### src/rtl/mem_arbiter_if.sv
// Bundle of request, completion and memory-port signals for mem_arbiter.
// The slave modport is the arbiter's view. The master modport is the
// view of whatever surrounds it: the clients and the memory controller.
interface mem_arbiter_if #(
   parameter int XLEN = 32,
   parameter int DLEN = 32
);
   // instruction fetch side
   logic            if_valid;
   logic [XLEN-1:0] if_addr;
   logic            if_done;
   logic [XLEN-1:0] if_inst;
   // load/store unit side
   logic            lsu_valid;
   logic            lsu_we;
   logic [XLEN-1:0] lsu_addr;
   logic [DLEN-1:0] lsu_wdata;
   logic            lsu_done;
   logic [DLEN-1:0] lsu_rdata;
   // memory controller side
   logic            mem_valid;
   logic            mem_we;
   logic [XLEN-1:0] mem_addr;
   logic [DLEN-1:0] mem_wdata;
   logic            mem_done;
   logic [DLEN-1:0] mem_rdata;
   // status
   logic            err;

   modport slave (
      input  if_valid, if_addr, lsu_valid, lsu_we, lsu_addr, lsu_wdata,
             mem_done, mem_rdata,
      output if_done, if_inst, lsu_done, lsu_rdata,
             mem_valid, mem_we, mem_addr, mem_wdata, err
   );

   modport master (
      output if_valid, if_addr, lsu_valid, lsu_we, lsu_addr, lsu_wdata,
             mem_done, mem_rdata,
      input  if_done, if_inst, lsu_done, lsu_rdata,
             mem_valid, mem_we, mem_addr, mem_wdata, err
   );
endinterface

### src/rtl/mem_arbiter.sv
// Shares one memory-controller port between instruction fetch (read only)
// and the load/store unit (read/write). Each client's request pulse is
// latched into a pending slot. Grants go round-robin, one transaction is
// in flight at a time, and each completion is routed back to its owner.
// Assumes XLEN <= DLEN, because the fetched word is taken from the low
// XLEN bits of the read data.
module mem_arbiter #(
   parameter int XLEN = 32,
   parameter int DLEN = 32
) (
   input logic          clk,
   input logic          rst_n,
   mem_arbiter_if.slave bus
);

   typedef enum logic { S_IDLE, S_WAIT } state_e;
   typedef enum logic { OWN_IF, OWN_LSU } owner_e;

   // pending request slots
   logic            if_pend_q,  if_pend_d;
   logic [XLEN-1:0] if_addr_q,  if_addr_d;
   logic            lsu_pend_q, lsu_pend_d;
   logic            lsu_we_q,   lsu_we_d;
   logic [XLEN-1:0] lsu_addr_q, lsu_addr_d;
   logic [DLEN-1:0] lsu_wdata_q, lsu_wdata_d;
   logic            err_q,      err_d;

   // FSM state and registered outputs
   state_e          state_q;
   owner_e          owner_q;
   owner_e          last_grant_q;
   logic            mem_valid_q;
   logic            mem_we_q;
   logic [XLEN-1:0] mem_addr_q;
   logic [DLEN-1:0] mem_wdata_q;
   logic            if_done_q;
   logic [XLEN-1:0] if_inst_q;
   logic            lsu_done_q;
   logic [DLEN-1:0] lsu_rdata_q;

   // A completion frees its owner's slot on the same edge that raises the done pulse.
   logic done_fire, if_clr, lsu_clr, grant_lsu;
   assign done_fire = (state_q == S_WAIT) && bus.mem_done;
   assign if_clr    = done_fire && (owner_q == OWN_IF);
   assign lsu_clr   = done_fire && (owner_q == OWN_LSU);

   // LSU wins if it is the only one waiting, or if IF was served last.
   assign grant_lsu = lsu_pend_q && (!if_pend_q || (last_grant_q == OWN_IF));

   // Next-state of the pending slots: capture new pulses, drop duplicates and flag them.
   always_comb begin
      // NOTE: every variable gets a default here so no path leaves it unassigned (no latch).
      if_pend_d   = if_pend_q;
      if_addr_d   = if_addr_q;
      lsu_pend_d  = lsu_pend_q;
      lsu_we_d    = lsu_we_q;
      lsu_addr_d  = lsu_addr_q;
      lsu_wdata_d = lsu_wdata_q;
      err_d       = err_q;

      if (if_clr)  if_pend_d  = 1'b0;
      if (lsu_clr) lsu_pend_d = 1'b0;

      if (bus.if_valid) begin
         if (if_pend_q && !if_clr) begin
            err_d = 1'b1;
         end else begin
            if_pend_d = 1'b1;
            if_addr_d = bus.if_addr;
         end
      end

      if (bus.lsu_valid) begin
         if (lsu_pend_q && !lsu_clr) begin
            err_d = 1'b1;
         end else begin
            lsu_pend_d  = 1'b1;
            lsu_we_d    = bus.lsu_we;
            lsu_addr_d  = bus.lsu_addr;
            lsu_wdata_d = bus.lsu_wdata;
         end
      end
   end

   // Register the pending slots and the sticky error flag.
   always_ff @(posedge clk or negedge rst_n) begin
      if (!rst_n) begin
         if_pend_q   <= 1'b0;
         if_addr_q   <= '0;
         lsu_pend_q  <= 1'b0;
         lsu_we_q    <= 1'b0;
         lsu_addr_q  <= '0;
         lsu_wdata_q <= '0;
         err_q       <= 1'b0;
      end else begin
         // NOTE: state registers use non-blocking assignments so all flops update together.
         if_pend_q   <= if_pend_d;
         if_addr_q   <= if_addr_d;
         lsu_pend_q  <= lsu_pend_d;
         lsu_we_q    <= lsu_we_d;
         lsu_addr_q  <= lsu_addr_d;
         lsu_wdata_q <= lsu_wdata_d;
         err_q       <= err_d;
      end
   end

   // Issue/complete FSM: grant from IDLE, wait for mem_done, then route the result back.
   always_ff @(posedge clk or negedge rst_n) begin
      if (!rst_n) begin
         state_q      <= S_IDLE;
         owner_q      <= OWN_IF;
         last_grant_q <= OWN_LSU;
         mem_valid_q  <= 1'b0;
         mem_we_q     <= 1'b0;
         mem_addr_q   <= '0;
         mem_wdata_q  <= '0;
         if_done_q    <= 1'b0;
         if_inst_q    <= '0;
         lsu_done_q   <= 1'b0;
         lsu_rdata_q  <= '0;
      end else begin
         mem_valid_q <= 1'b0;
         if_done_q   <= 1'b0;
         lsu_done_q  <= 1'b0;
         case (state_q)
            S_IDLE: begin
               if (if_pend_q || lsu_pend_q) begin
                  mem_valid_q <= 1'b1;
                  state_q     <= S_WAIT;
                  if (grant_lsu) begin
                     owner_q     <= OWN_LSU;
                     mem_we_q    <= lsu_we_q;
                     mem_addr_q  <= lsu_addr_q;
                     mem_wdata_q <= lsu_wdata_q;
                  end else begin
                     owner_q     <= OWN_IF;
                     mem_we_q    <= 1'b0;
                     mem_addr_q  <= if_addr_q;
                     mem_wdata_q <= '0;
                  end
               end
            end
            S_WAIT: begin
               if (bus.mem_done) begin
                  last_grant_q <= owner_q;
                  state_q      <= S_IDLE;
                  if (owner_q == OWN_IF) begin
                     if_done_q <= 1'b1;
                     if_inst_q <= bus.mem_rdata[XLEN-1:0];
                  end else begin
                     lsu_done_q  <= 1'b1;
                     lsu_rdata_q <= bus.mem_rdata;
                  end
               end
            end
            default: state_q <= S_IDLE;
         endcase
      end
   end

   assign bus.mem_valid = mem_valid_q;
   assign bus.mem_we    = mem_we_q;
   assign bus.mem_addr  = mem_addr_q;
   assign bus.mem_wdata = mem_wdata_q;
   assign bus.if_done   = if_done_q;
   assign bus.if_inst   = if_inst_q;
   assign bus.lsu_done  = lsu_done_q;
   assign bus.lsu_rdata = lsu_rdata_q;
   assign bus.err       = err_q;

endmodule

### src/flat_wrapper.sv
// flat-port wrapper written by rule: the top's interface ports become plain ports
module mem_arbiter_flat 
#(
   parameter int XLEN = 32,
   parameter int DLEN = 32
)
  (clk, rst_n, bus_if_valid, bus_if_addr, bus_lsu_valid, bus_lsu_we, bus_lsu_addr, bus_lsu_wdata, bus_mem_done, bus_mem_rdata, bus_if_done, bus_if_inst, bus_lsu_done, bus_lsu_rdata, bus_mem_valid, bus_mem_we, bus_mem_addr, bus_mem_wdata, bus_err);
  mem_arbiter_if #(.XLEN(XLEN), .DLEN(DLEN)) bus_i ();
  input logic clk;
  input logic rst_n;
  input wire logic [$bits(bus_i.if_valid)-1:0] bus_if_valid;
  input wire logic [$bits(bus_i.if_addr)-1:0] bus_if_addr;
  input wire logic [$bits(bus_i.lsu_valid)-1:0] bus_lsu_valid;
  input wire logic [$bits(bus_i.lsu_we)-1:0] bus_lsu_we;
  input wire logic [$bits(bus_i.lsu_addr)-1:0] bus_lsu_addr;
  input wire logic [$bits(bus_i.lsu_wdata)-1:0] bus_lsu_wdata;
  input wire logic [$bits(bus_i.mem_done)-1:0] bus_mem_done;
  input wire logic [$bits(bus_i.mem_rdata)-1:0] bus_mem_rdata;
  output wire logic [$bits(bus_i.if_done)-1:0] bus_if_done;
  output wire logic [$bits(bus_i.if_inst)-1:0] bus_if_inst;
  output wire logic [$bits(bus_i.lsu_done)-1:0] bus_lsu_done;
  output wire logic [$bits(bus_i.lsu_rdata)-1:0] bus_lsu_rdata;
  output wire logic [$bits(bus_i.mem_valid)-1:0] bus_mem_valid;
  output wire logic [$bits(bus_i.mem_we)-1:0] bus_mem_we;
  output wire logic [$bits(bus_i.mem_addr)-1:0] bus_mem_addr;
  output wire logic [$bits(bus_i.mem_wdata)-1:0] bus_mem_wdata;
  output wire logic [$bits(bus_i.err)-1:0] bus_err;
  assign bus_i.if_valid = bus_if_valid;
  assign bus_i.if_addr = bus_if_addr;
  assign bus_i.lsu_valid = bus_lsu_valid;
  assign bus_i.lsu_we = bus_lsu_we;
  assign bus_i.lsu_addr = bus_lsu_addr;
  assign bus_i.lsu_wdata = bus_lsu_wdata;
  assign bus_i.mem_done = bus_mem_done;
  assign bus_i.mem_rdata = bus_mem_rdata;
  assign bus_if_done = bus_i.if_done;
  assign bus_if_inst = bus_i.if_inst;
  assign bus_lsu_done = bus_i.lsu_done;
  assign bus_lsu_rdata = bus_i.lsu_rdata;
  assign bus_mem_valid = bus_i.mem_valid;
  assign bus_mem_we = bus_i.mem_we;
  assign bus_mem_addr = bus_i.mem_addr;
  assign bus_mem_wdata = bus_i.mem_wdata;
  assign bus_err = bus_i.err;
  mem_arbiter #(.XLEN(XLEN), .DLEN(DLEN)) u_core (.clk(clk), .rst_n(rst_n), .bus(bus_i));
endmodule
### config.mk
export PLATFORM = sky130hd
export DESIGN_NAME = mem_arbiter_flat
export DESIGN_NICKNAME = d
export VERILOG_FILES = /design/src/rtl/mem_arbiter_if.sv /design/src/rtl/mem_arbiter.sv /design/src/flat_wrapper.sv
export SDC_FILE = /design/constraint.sdc
export NUM_CORES = 1
export LEC_CHECK = 0
export BUFFER_PORTS_ARGS = -buffer_cell sky130_fd_sc_hd__clkbuf_2
export CAP_MARGIN = 15
export CORE_MARGIN = 1.5
export CORE_UTILIZATION = 51
export DETAILED_ROUTE_END_ITERATION = 6
export GPL_ROUTABILITY_DRIVEN = 0
export GPL_TIMING_DRIVEN = 0
export PLACE_DENSITY = 0.79
export SLEW_MARGIN = 15
export SYNTH_ARGS = -nofsm -noshare
export SYNTH_HDL_FRONTEND = slang
export SYNTH_SLANG_ARGS = --single-unit
### constraint.sdc
create_clock -name clk -period 1.78 [get_ports clk]
set_input_delay 0.267 -clock clk [delete_from_list [all_inputs] [get_ports clk]]
set_output_delay 0.267 -clock clk [all_outputs]
set_load 0.005 [all_outputs]
# ---- Yosys cells after proc, flatten, opt, wreduce, memory -nomap -nowiden
# Index checks and enable logic that the tools add are counted.
dict set report totals {
  register_bits 235
  in_bits 134
  wordCells 64
}
dict set report op_classes {
  muxes 24
  bitwise_logic 5
  n_reduce_logical 17
}
# op count
set ops {}
lappend ops {{2-to-1 mux 32 bit} 2}
lappend ops {{2-to-1 mux 1 bit} 21}
lappend ops {{AND reduction 2 bit} 4}
lappend ops {{logical AND 1 bit} 6}
lappend ops {{AND reduction 3 bit} 2}
lappend ops {{NOT 1 bit} 5}
lappend ops {{zero test 1 bit} 3}
lappend ops {{logical OR 1 bit} 2}
lappend ops {{one-hot mux 1 bit (2 select lines)} 1}

# ---- Longest topological paths before layout
# Gate-level depths: netlist of the first run.
dict set report logic_depth {
  ltp_word 8
  mapped_depth 6
  mapped_depth_nobuf 3
}

# ---- Worst setup path after synthesis of the first run
# Ideal clock, no wire load.
dict set report synth_timing {
  path_type {reg2reg}
  startpoint {reg u_core.owner_q}
  endpoint {reg u_core.if_addr_q[21]}
  setup_ps 125
  arrival_ps 1437
  path_slack_ps 218
  stages_incl_launch_ff 6
  cell_sequence {dfrtp_1 > nand3b_1 > buf_2 > a21boi_4 > buf_6 > mux2_2}
}
dict set report synth_between {
  elab_chain_cells 6
}
# item line
set synth_rtl {}
lappend synth_rtl {{from (decl)} mem_arbiter.sv:30} ;# owner_e owner_q;
lappend synth_rtl {{from (signal assigned)} mem_arbiter.sv:111} ;# owner_q <= OWN_IF;
lappend synth_rtl {{from (signal assigned)} mem_arbiter.sv:131} ;# owner_q <= OWN_LSU;
lappend synth_rtl {{from (signal assigned)} mem_arbiter.sv:136} ;# owner_q <= OWN_IF;
lappend synth_rtl {{NOT 1 bit} mem_arbiter.sv:44} ;# assign if_clr = done_fire && (owner_q == OWN_IF);
lappend synth_rtl {{logical AND 1 bit} mem_arbiter.sv:44}
lappend synth_rtl {{zero test 1 bit} mem_arbiter.sv:65} ;# if (if_pend_q && !if_clr) begin
lappend synth_rtl {{logical AND 1 bit} mem_arbiter.sv:65}
lappend synth_rtl {{NOT 1 bit (no source line)} --}
lappend synth_rtl {{AND reduction 2 bit (no source line)} --}
lappend synth_rtl {{to (signal assigned)} mem_arbiter.sv:98} ;# if_addr_q <= if_addr_d;
lappend synth_rtl {{to (decl)} mem_arbiter.sv:21} ;# logic [XLEN-1:0] if_addr_q, if_addr_d;
# Every way passes these cells.
# A chain may end at the register's enable or synchronous reset.

# ---- Worst setup path in the final report of the first run
dict set report layout_timing {
  startpoint {reg u_core.owner_q}
  endpoint {reg u_core.if_addr_q[20]}
}
# The elaborated chain is that of the path after synthesis.

==> metrics.log, run 1 <==
INFO  metric worstHoldPathCells = 2
INFO  metric drc = 0
INFO  metric drt-initial-drc-count = 192
INFO  metric timing.critical_path.slowest_cell_delay = 0.42 ns
INFO  metric final_net_count = 1,139
INFO  metric grt-ovfl-total = 0
INFO  metric final.setup.worst_slack = 0.0642 ns
INFO  metric power.share.sequential = 47.4%
INFO  metric timing.rr.end = u_core.if_addr_q[20]$_DFFE_PN0P_
INFO  metric dominant_combinational_cell_family_by_area_after_synthesis = multiplexers
INFO  metric power.ir.vdd_worst = 1.24 mV
INFO  metric synthesis.area = 8960 um^2
INFO  metric worst_slew_pin_slew = 0.528 ns
INFO  metric syn_area_per_cell = 15.4 um^2
INFO  metric max_freq = 583 MHz
INFO  metric largest_net_degree_at_the_start_of_global_routing = 94
INFO  metric timing.rr.start = u_core.owner_q$_DFFE_PN0P_
INFO  metric yosysUniqueCellTypes = 25
INFO  metric finalCriticalPeriod = 1.72 ns
INFO  metric netSwitchingFraction = 29.6%
INFO  metric netSwitchingPower = 5.61 mW
INFO  metric simple_gate_area_share_of_the_yosys_netlist = 1.91%
INFO  metric worstHoldPathType = in2reg
INFO  metric syn-num-nets = 714
INFO  metric avgRoutedWirePerCell = 18.9 um
INFO  metric run_status = finished, final reports clean
INFO  metric ant_nets = 0
INFO  metric placementRows = 48
INFO  metric totalNegativeSetupSlack = 0 ns
INFO  metric most_common_library_cell_in_the_layout_ignoring_fill_and_taps = sky130_fd_sc_hd__clkbuf_2
INFO  metric worst_skew_pair.late_latency = 0.52 ns
INFO  metric required = 2.17 ns
INFO  metric period_share = 96.4%
INFO  metric htreeDepth = 1
INFO  metric maxSlewHeadroom = 64.8%
INFO  metric die-area = 18,400 um^2
INFO  metric pre_cts_slack = -0.0502 ns
INFO  metric dr.pass1.iters = 6
INFO  metric grt_setup_unrepaired = yes
INFO  metric viasPerCell = 5.20
INFO  metric xor_xnor_share_of_the_synthesized_area = 0%
INFO  metric cellPowerDensity = 1490 nW/um^2
INFO  metric tritoncts = built
INFO  metric buffer_ports.inserted = 266
INFO  metric global_route.usage.total = 26.2%
INFO  metric reg2reg_slack = 0.06 ns
INFO  metric finalSetupViolations = 0
INFO  metric min-delay-start = bus_if_addr[13]
INFO  metric max-cap-violations = 0
INFO  metric i_o_pin_count = 267
INFO  metric yosys.area_share.adder = 0%
INFO  metric power.leakage = 6.12 nW
INFO  metric report.power.total = 19.0 mW
INFO  metric share_comb_of_total_power = 28.1%
INFO  metric root_buffer = sky130_fd_sc_hd__clkbuf_16
INFO  metric worstSetupEndpointType = flip-flop
INFO  metric clkPwrFrac = 24.5%
INFO  metric cells_traversed_along_the_worst_timing_path = nand3b_1 > buf_4 > a21boi_4 > buf_12 > buf_6 > mux2_2
INFO  metric clkTransAtPathRegs = 0.06 ns
INFO  metric mostFrequentLayoutCells = sky130_fd_sc_hd__clkbuf_2, sky130_fd_sc_hd__dfrtp_1, sky130_fd_sc_hd__dlygate4sd3_1, sky130_fd_sc_hd__mux2_2, sky130_fd_sc_hd__mux2_1
INFO  metric place.detailed.hpwl = 14,500 um
INFO  metric via_count = 6,498
INFO  metric criticalPathCategory = reg2reg
INFO  metric finClkSkew = 0.0232 ns
INFO  metric rr_worst_depth = 6
INFO  metric drv_slew = 0
INFO  metric grt_antenna_before_repair = 1
INFO  metric yosys_warnings = 0
INFO  metric floorplan.initialDensity = 52.0%
INFO  metric finalHoldWorstSlack = 0.0133 ns
INFO  metric critical_path.slowest_cell = sky130_fd_sc_hd__dfrtp_1
INFO  metric fp.dieW = 136 um
INFO  metric synth_seq_cells = 235
INFO  metric clock_tree.buffer_depth = 3
INFO  metric synthesized_area_fraction_occupied_by_ao_oa_aoi_and_oai_cells = 5.97%
INFO  metric power.internal = 13.4 mW
INFO  metric number_of_buffers_added_by_the_clock_tree_synthesis_step = 24
INFO  metric cts.sinks = 235
INFO  metric synth_mux_area_share = 23.8%
INFO  metric proportion_of_layout_cells_with_a_drive_suffix_above_1 = 44.0%
INFO  metric synth_seq_area_share = 65.7%
INFO  metric hold_violations = 0
INFO  metric totalWireLength = 23,700 um
INFO  metric synthCells = 580
INFO  metric hold_end = u_core.if_addr_q[13]$_DFFE_PN0P_
INFO  metric cp_max_fo = 10
INFO  metric worst_setup_path_start_kind = flip-flop
INFO  metric worst-endpoint-arrival = 2.10 ns
INFO  metric dieHeight = 136 um
INFO  metric synthesis_to_layout_area_growth = 42.0%
INFO  metric number_of_global_route_vias_before_repair = 7,134
INFO  metric wire_length_of_the_first_global_routing_pass = 37,300 um
INFO  metric core_box_area = 17,200 um^2
-- power by group through the flow --
stage | clock network (mW) | registers (mW) | logic, mW
after floorplan | 0 | 8.83 | 2.64
after global placement | 0 | 8.84 | 4.78
after detailed placement | 0 | 8.96 | 4.96
after CTS | 4.75 | 8.90 | 5.25
after global routing | 4.97 | 9.24 | 5.81
final | 4.65 | 8.99 | 5.33
-- stage by stage --
step | cells | util (%) | area (um^2)
final | 1250 | 73.8 | 12700
after global routing | 1249 | 73.8 | 12700
after CTS | 1245 | 73.4 | 12700
after detailed placement | 1073 | 61.7 | 10600
after global placement | 1071 | 61.3 | 10600
after floorplan | 580 | - | 8960
-- repair_timing --
item,in CTS,in global routing
setup buffers,2,3
endpoints found under the setup margin,80,124
resized for setup,3,18
endpoints found under the hold margin,212,0
pin swaps,1,1
hold buffers,126,0
-- flip-flops by register name (all words and copies together), names as in the netlist, 32 cells and up --
register / flops
u_core.lsu_addr_q: 32
u_core.bus.lsu_rdata: 32
u_core.bus.mem_addr: 32
u_core.if_addr_q: 32
u_core.bus.if_inst: 32
u_core.bus.mem_wdata: 32
u_core.lsu_wdata_q: 32
-- how the worst max path moves through the flow --
stage          slack [ns]                                   end  cells after the start                   startpoint
5_1_grt             -0.02   u_core.bus.mem_addr[11]$_DFFE_PN0P_                      5  u_core.lsu_pend_q$_DFF_PN0_
3_5_place_dp        -0.05      u_core.if_addr_q[14]$_DFFE_PN0P_                      5   u_core.owner_q$_DFFE_PN0P_
4_1_cts              0.01  u_core.bus.mem_wdata[24]$_DFFE_PN0P_                      5  u_core.lsu_pend_q$_DFF_PN0_
3_3_place_gp        -4.21     u_core.lsu_addr_q[16]$_DFFE_PN0P_                      1                        rst_n
2_1_floorplan        0.22      u_core.if_addr_q[21]$_DFFE_PN0P_                      5   u_core.owner_q$_DFFE_PN0P_
6_report             0.06      u_core.if_addr_q[20]$_DFFE_PN0P_                      6   u_core.owner_q$_DFFE_PN0P_
-- worst max-delay path: cells and delay by family (launching register included) --
kind / cells / cell delay [ns]
compound gates: 1 / 0.16
flops: 1 / 0.42
mux: 1 / 0.35
buf+inv: 3 / 0.47
simple gates: 1 / 0.17
-- routing by layer --
metal	part of all wire (%)	GRT usage, %	vias to the layer above
met5	0	0	-
met4	4.1	10.5	0
met3	6.4	6.17	65
met2	51	45.8	254
met1	39	31.4	3255
li1	-	-	2924
-- cells in the mapped netlist (all sizes together) --
cell type | n | area [um^2]
a31oi | 1 | 6.26
mux2i | 32 | 320
nand3 | 2 | 22.5
nand3b | 1 | 7.51
a22o | 33 | 289
a21o | 3 | 22.5
dfrtp | 234 | 5860
a21boi | 2 | 30.0
clkbuf | 8 | 30.0
mux2 | 161 | 1810
o21bai | 1 | 7.51
o21ai | 32 | 160
a21bo | 1 | 10.0
nand2 | 36 | 135
dfstp | 1 | 26.3
nor2 | 1 | 6.26
buf | 27 | 194
o31a | 1 | 8.76
inv | 3 | 11.3
-- final cells by class --
| class | count | area, um^2 |
|---|---|---|
| Inverter | 3 | 11.3 |
| Fill cell | 1055 | 4520 |
| Clock buffer | 40 | 691 |
| Tap cell | 225 | 282 |
| Buffer | 35 | 253 |
| Timing Repair Buffer | 399 | 2710 |
| Antenna cell | 2 | 5.00 |
| Sequential cell | 235 | 5880 |
| Multi-Input combinational cell | 307 | 2850 |
| Clock inverter | 4 | 33.8 |
-- cells by family after synthesis --
kind of cell           count (synthesis)
buffers and inverters                 38
multiplexers                         193
AO/OA/AOI/OAI                         74
AND/OR/NAND/NOR                       40
flip-flops                           235
(Power assumes the default switching activity.)
==> run 2, diff against run 1 <==
CAP_MARGIN = default   (was 15)
CORE_UTILIZATION = 55   (was 51)
PLACE_DENSITY = 0.92   (was 0.79)
clock period = 2.17 ns   (was 1.78 ns; I/O delays follow)
==> metrics.log, run 2 (synthesized netlist as in run 1, its figures left out) <==
INFO  metric run_status = finished, final reports clean
INFO  metric final_net_count = 1,010 (-11%)
INFO  metric fin_area = 11,500 um^2 (-9.9%)
INFO  metric cts.sinks = 235 (unchanged)
INFO  metric report.power.total = 15.7 mW (-17%)
INFO  metric hold_violations = 0 (unchanged)
INFO  metric via_count = 5,921 (-8.9%)
INFO  metric max-cap-violations = 0 (unchanged)
INFO  metric avgRoutedWirePerCell = 18.8 um (-0.56%)
INFO  metric totalWireLength = 20,900 um (-12%)
INFO  metric criticalPathCategory = reg2reg
INFO  metric finish.cell_count_without_fillers = 1,110 (-11%)
INFO  metric cp_max_fo = 10 (unchanged)
INFO  metric fp.dieW = 131 um (-3.6%)
INFO  metric finalCriticalPeriod = 1.87 ns (+0.150 ns)
INFO  metric place.detailed.hpwl = 14,900 um (+2.8%)
INFO  metric worst_slew_pin_slew = 0.646 ns (+0.118 ns)
INFO  metric number_of_global_route_vias_before_repair = 6,404 (-10%)
INFO  metric global_route.usage.total = 24.7% (-1.5 points)
INFO  metric power.leakage = 5.60 nW (-8.5%)
INFO  metric placementRows = 46 (-4.2%)
INFO  metric dr.pass1.iters = 4 (-2)
INFO  metric totalNegativeSetupSlack = 0 ns (unchanged)
INFO  metric root_buffer = sky130_fd_sc_hd__clkbuf_16
INFO  metric clkTransAtPathRegs = 0.06 ns (about the same)
INFO  metric worst_setup_path_start_kind = flip-flop
INFO  metric worst-endpoint-arrival = 2.25 ns (+0.15 ns)
INFO  metric wire_length_of_the_first_global_routing_pass = 32,700 um (-12%)
INFO  metric synthesis_to_layout_area_growth = 27.9%
INFO  metric floorplan.initialDensity = 56.4% (+4.4 points)
INFO  metric core_box_area = 15,900 um^2 (-7.8%)
INFO  metric cellPowerDensity = 1370 nW/um^2 (-8.4%)
INFO  metric drc = 0 (unchanged)
INFO  metric placedCellCount = 1,064 (-0.84%)
INFO  metric ant_nets = 0 (unchanged)
INFO  metric proportion_of_layout_cells_with_a_drive_suffix_above_1 = 50.2% (+6.2 points)
INFO  metric mostFrequentLayoutCells = sky130_fd_sc_hd__clkbuf_2, sky130_fd_sc_hd__dfrtp_1, sky130_fd_sc_hd__mux2_2, sky130_fd_sc_hd__mux2_1, sky130_fd_sc_hd__nand2_1
INFO  metric fillCellCount = 1,065 (+0.95%)
INFO  metric i_o_pin_count = 267 (unchanged)
INFO  metric finClkSkew = 0.0219 ns (-0.00126 ns)
INFO  metric required = 2.55 ns (+0.38 ns)
INFO  metric tritoncts = built
INFO  metric worstHoldPathType = in2reg
INFO  metric viasPerCell = 5.33 (+2.6%)
INFO  metric grt_antenna_before_repair = 0 (-1)
INFO  metric grt-ovfl-total = 0 (unchanged)
INFO  metric buffer_ports.inserted = 266 (unchanged)
INFO  metric clock_tree.buffer_depth = 3 (unchanged)
INFO  metric path_buf_inv = 2 (-1)
INFO  metric critical-path-top-delay-family = flip-flops
INFO  metric dieHeight = 131 um (-3.6%)
INFO  metric grt_setup_unrepaired = no
INFO  metric max_freq = 536 MHz (-8.1%)
INFO  metric drt-initial-drc-count = 210 (+9.4%)
INFO  metric largest_net_degree_at_the_start_of_global_routing = 84 (-11%)
INFO  metric critical_path.slowest_cell = sky130_fd_sc_hd__dfrtp_1
INFO  metric most_common_library_cell_in_the_layout_ignoring_fill_and_taps = sky130_fd_sc_hd__clkbuf_2
INFO  metric placed_cell_area = 10,600 um^2 (-0.11%)
INFO  metric worstSetupEndpointType = flip-flop
INFO  metric finalSetupViolations = 0 (unchanged)
INFO  metric die-area = 17,100 um^2 (-7.1%)
INFO  metric timing.critical_path.slowest_cell_delay = 0.48 ns (+0.06 ns)
INFO  metric cells_traversed_along_the_worst_timing_path = nand3b_1 > buf_2 > a21boi_4 > buf_6 > mux2_2
INFO  metric maxSlewHeadroom = 56.9% (-7.9 points)
INFO  metric power.ir.vdd_worst = 0.894 mV (-28%)
INFO  metric htreeDepth = 1 (unchanged)
INFO  metric number_of_buffers_added_by_the_clock_tree_synthesis_step = 25 (+4.2%)
INFO  metric antenna-diode-count = 0 (-2)
INFO  metric worst_skew_pair.late_latency = 0.51 ns (about the same)
INFO  metric period_share = 86.0% (-10 points)
INFO  metric ctsResizeCount = 0 (-3)
INFO  metric drv_slew = 0 (unchanged)
[run 2: cell types whose count changed in the layout (fill, tap and decap cells not counted), sizes merged]
cell         delta
buf             -1
bufinv          +3
clkbuf         -13
clkinv          +5
clkinvlp        +2
diode           -2
dlygate4sd3   -125
[run 2: path summary, 6_finish.rpt]
check / slack (ns) / startpoint / to / cells after the start
worst max-delay path: 0.30 / u_core.state_q$_DFF_PN0_ / u_core.if_addr_q[23]$_DFFE_PN0P_ / 5
worst min-delay path: 0.03 / bus_lsu_valid / u_core.lsu_pend_q$_DFF_PN0_ / 2
worst min register to register: 0.47 / u_core.last_grant_q$_DFFE_PN1N_ / u_core.last_grant_q$_DFFE_PN1N_ / 2
worst max register to register: 0.30 / u_core.state_q$_DFF_PN0_ / u_core.if_addr_q[23]$_DFFE_PN0P_ / 5
min in group asynchronous: 0.43 / rst_n / u_core.bus.lsu_rdata[19]$_DFFE_PN0P_ / 2
max in group asynchronous: 0.88 / rst_n / u_core.if_addr_q[20]$_DFFE_PN0P_ / 3
[run 2: layout make-up]
| type | instances | area (um^2) | share of cell area (%) |
|---|---|---|---|
| repair buffers | 269 | 1410 | 12.3 |
| plain buffers | 35 | 224 | 1.96 |
| clock buffers | 31 | 668 | 5.83 |
| inverters | 3 | 11.3 | 0.0983 |
| clock inverters | 14 | 156 | 1.37 |
| multi-input cells | 307 | 2840 | 24.8 |
| well taps | 216 | 270 | 2.36 |
| flip-flops and latches | 235 | 5880 | 51.3 |
[run 2: power by group]
| group | internal (mW) | switching [mW] | leakage, nW |
|---|---|---|---|
| Combinational | 2.31 | 1.74 | 2.39 |
| Clock | 2.55 | 1.70 | 0.402 |
| Sequential | 6.29 | 1.07 | 2.80 |
[run 2: worst register-to-register path, stage by stage (launching register included)]
cell and delay, ns:
sky130_fd_sc_hd__dfrtp_1 0.48, sky130_fd_sc_hd__nand3b_1 0.11, sky130_fd_sc_hd__buf_2 0.21, sky130_fd_sc_hd__a21boi_4 0.35, sky130_fd_sc_hd__buf_6 0.23, sky130_fd_sc_hd__mux2_2 0.36
[run 2: per-layer routing]
metal,global-route usage (%),part of all wire [%]
met5,0,0
met4,8.86,3.2
met3,6.72,7.1
met2,44.1,50
met1,28.8,39
[run 2: what timing repair did]
item / CTS / global route
hold buffers: 1 / 0
hold endpoints to repair: 77 / 0
setup buffers: 0 / 0
[run 2: per-stage QoR]
step | hold slack, ns | setup WS [ns] | util (%)
CTS | 0.0155 | 0.272 | 72.1
detailed placement | 0.400 | 0.299 | 66.9
finish | 0.0298 | 0.304 | 72.1
global placement | 0.451 | -3.77 | 66.5
global route | 0.0224 | 0.195 | 72.1
floorplan | 0.0299 | 0.608 | -
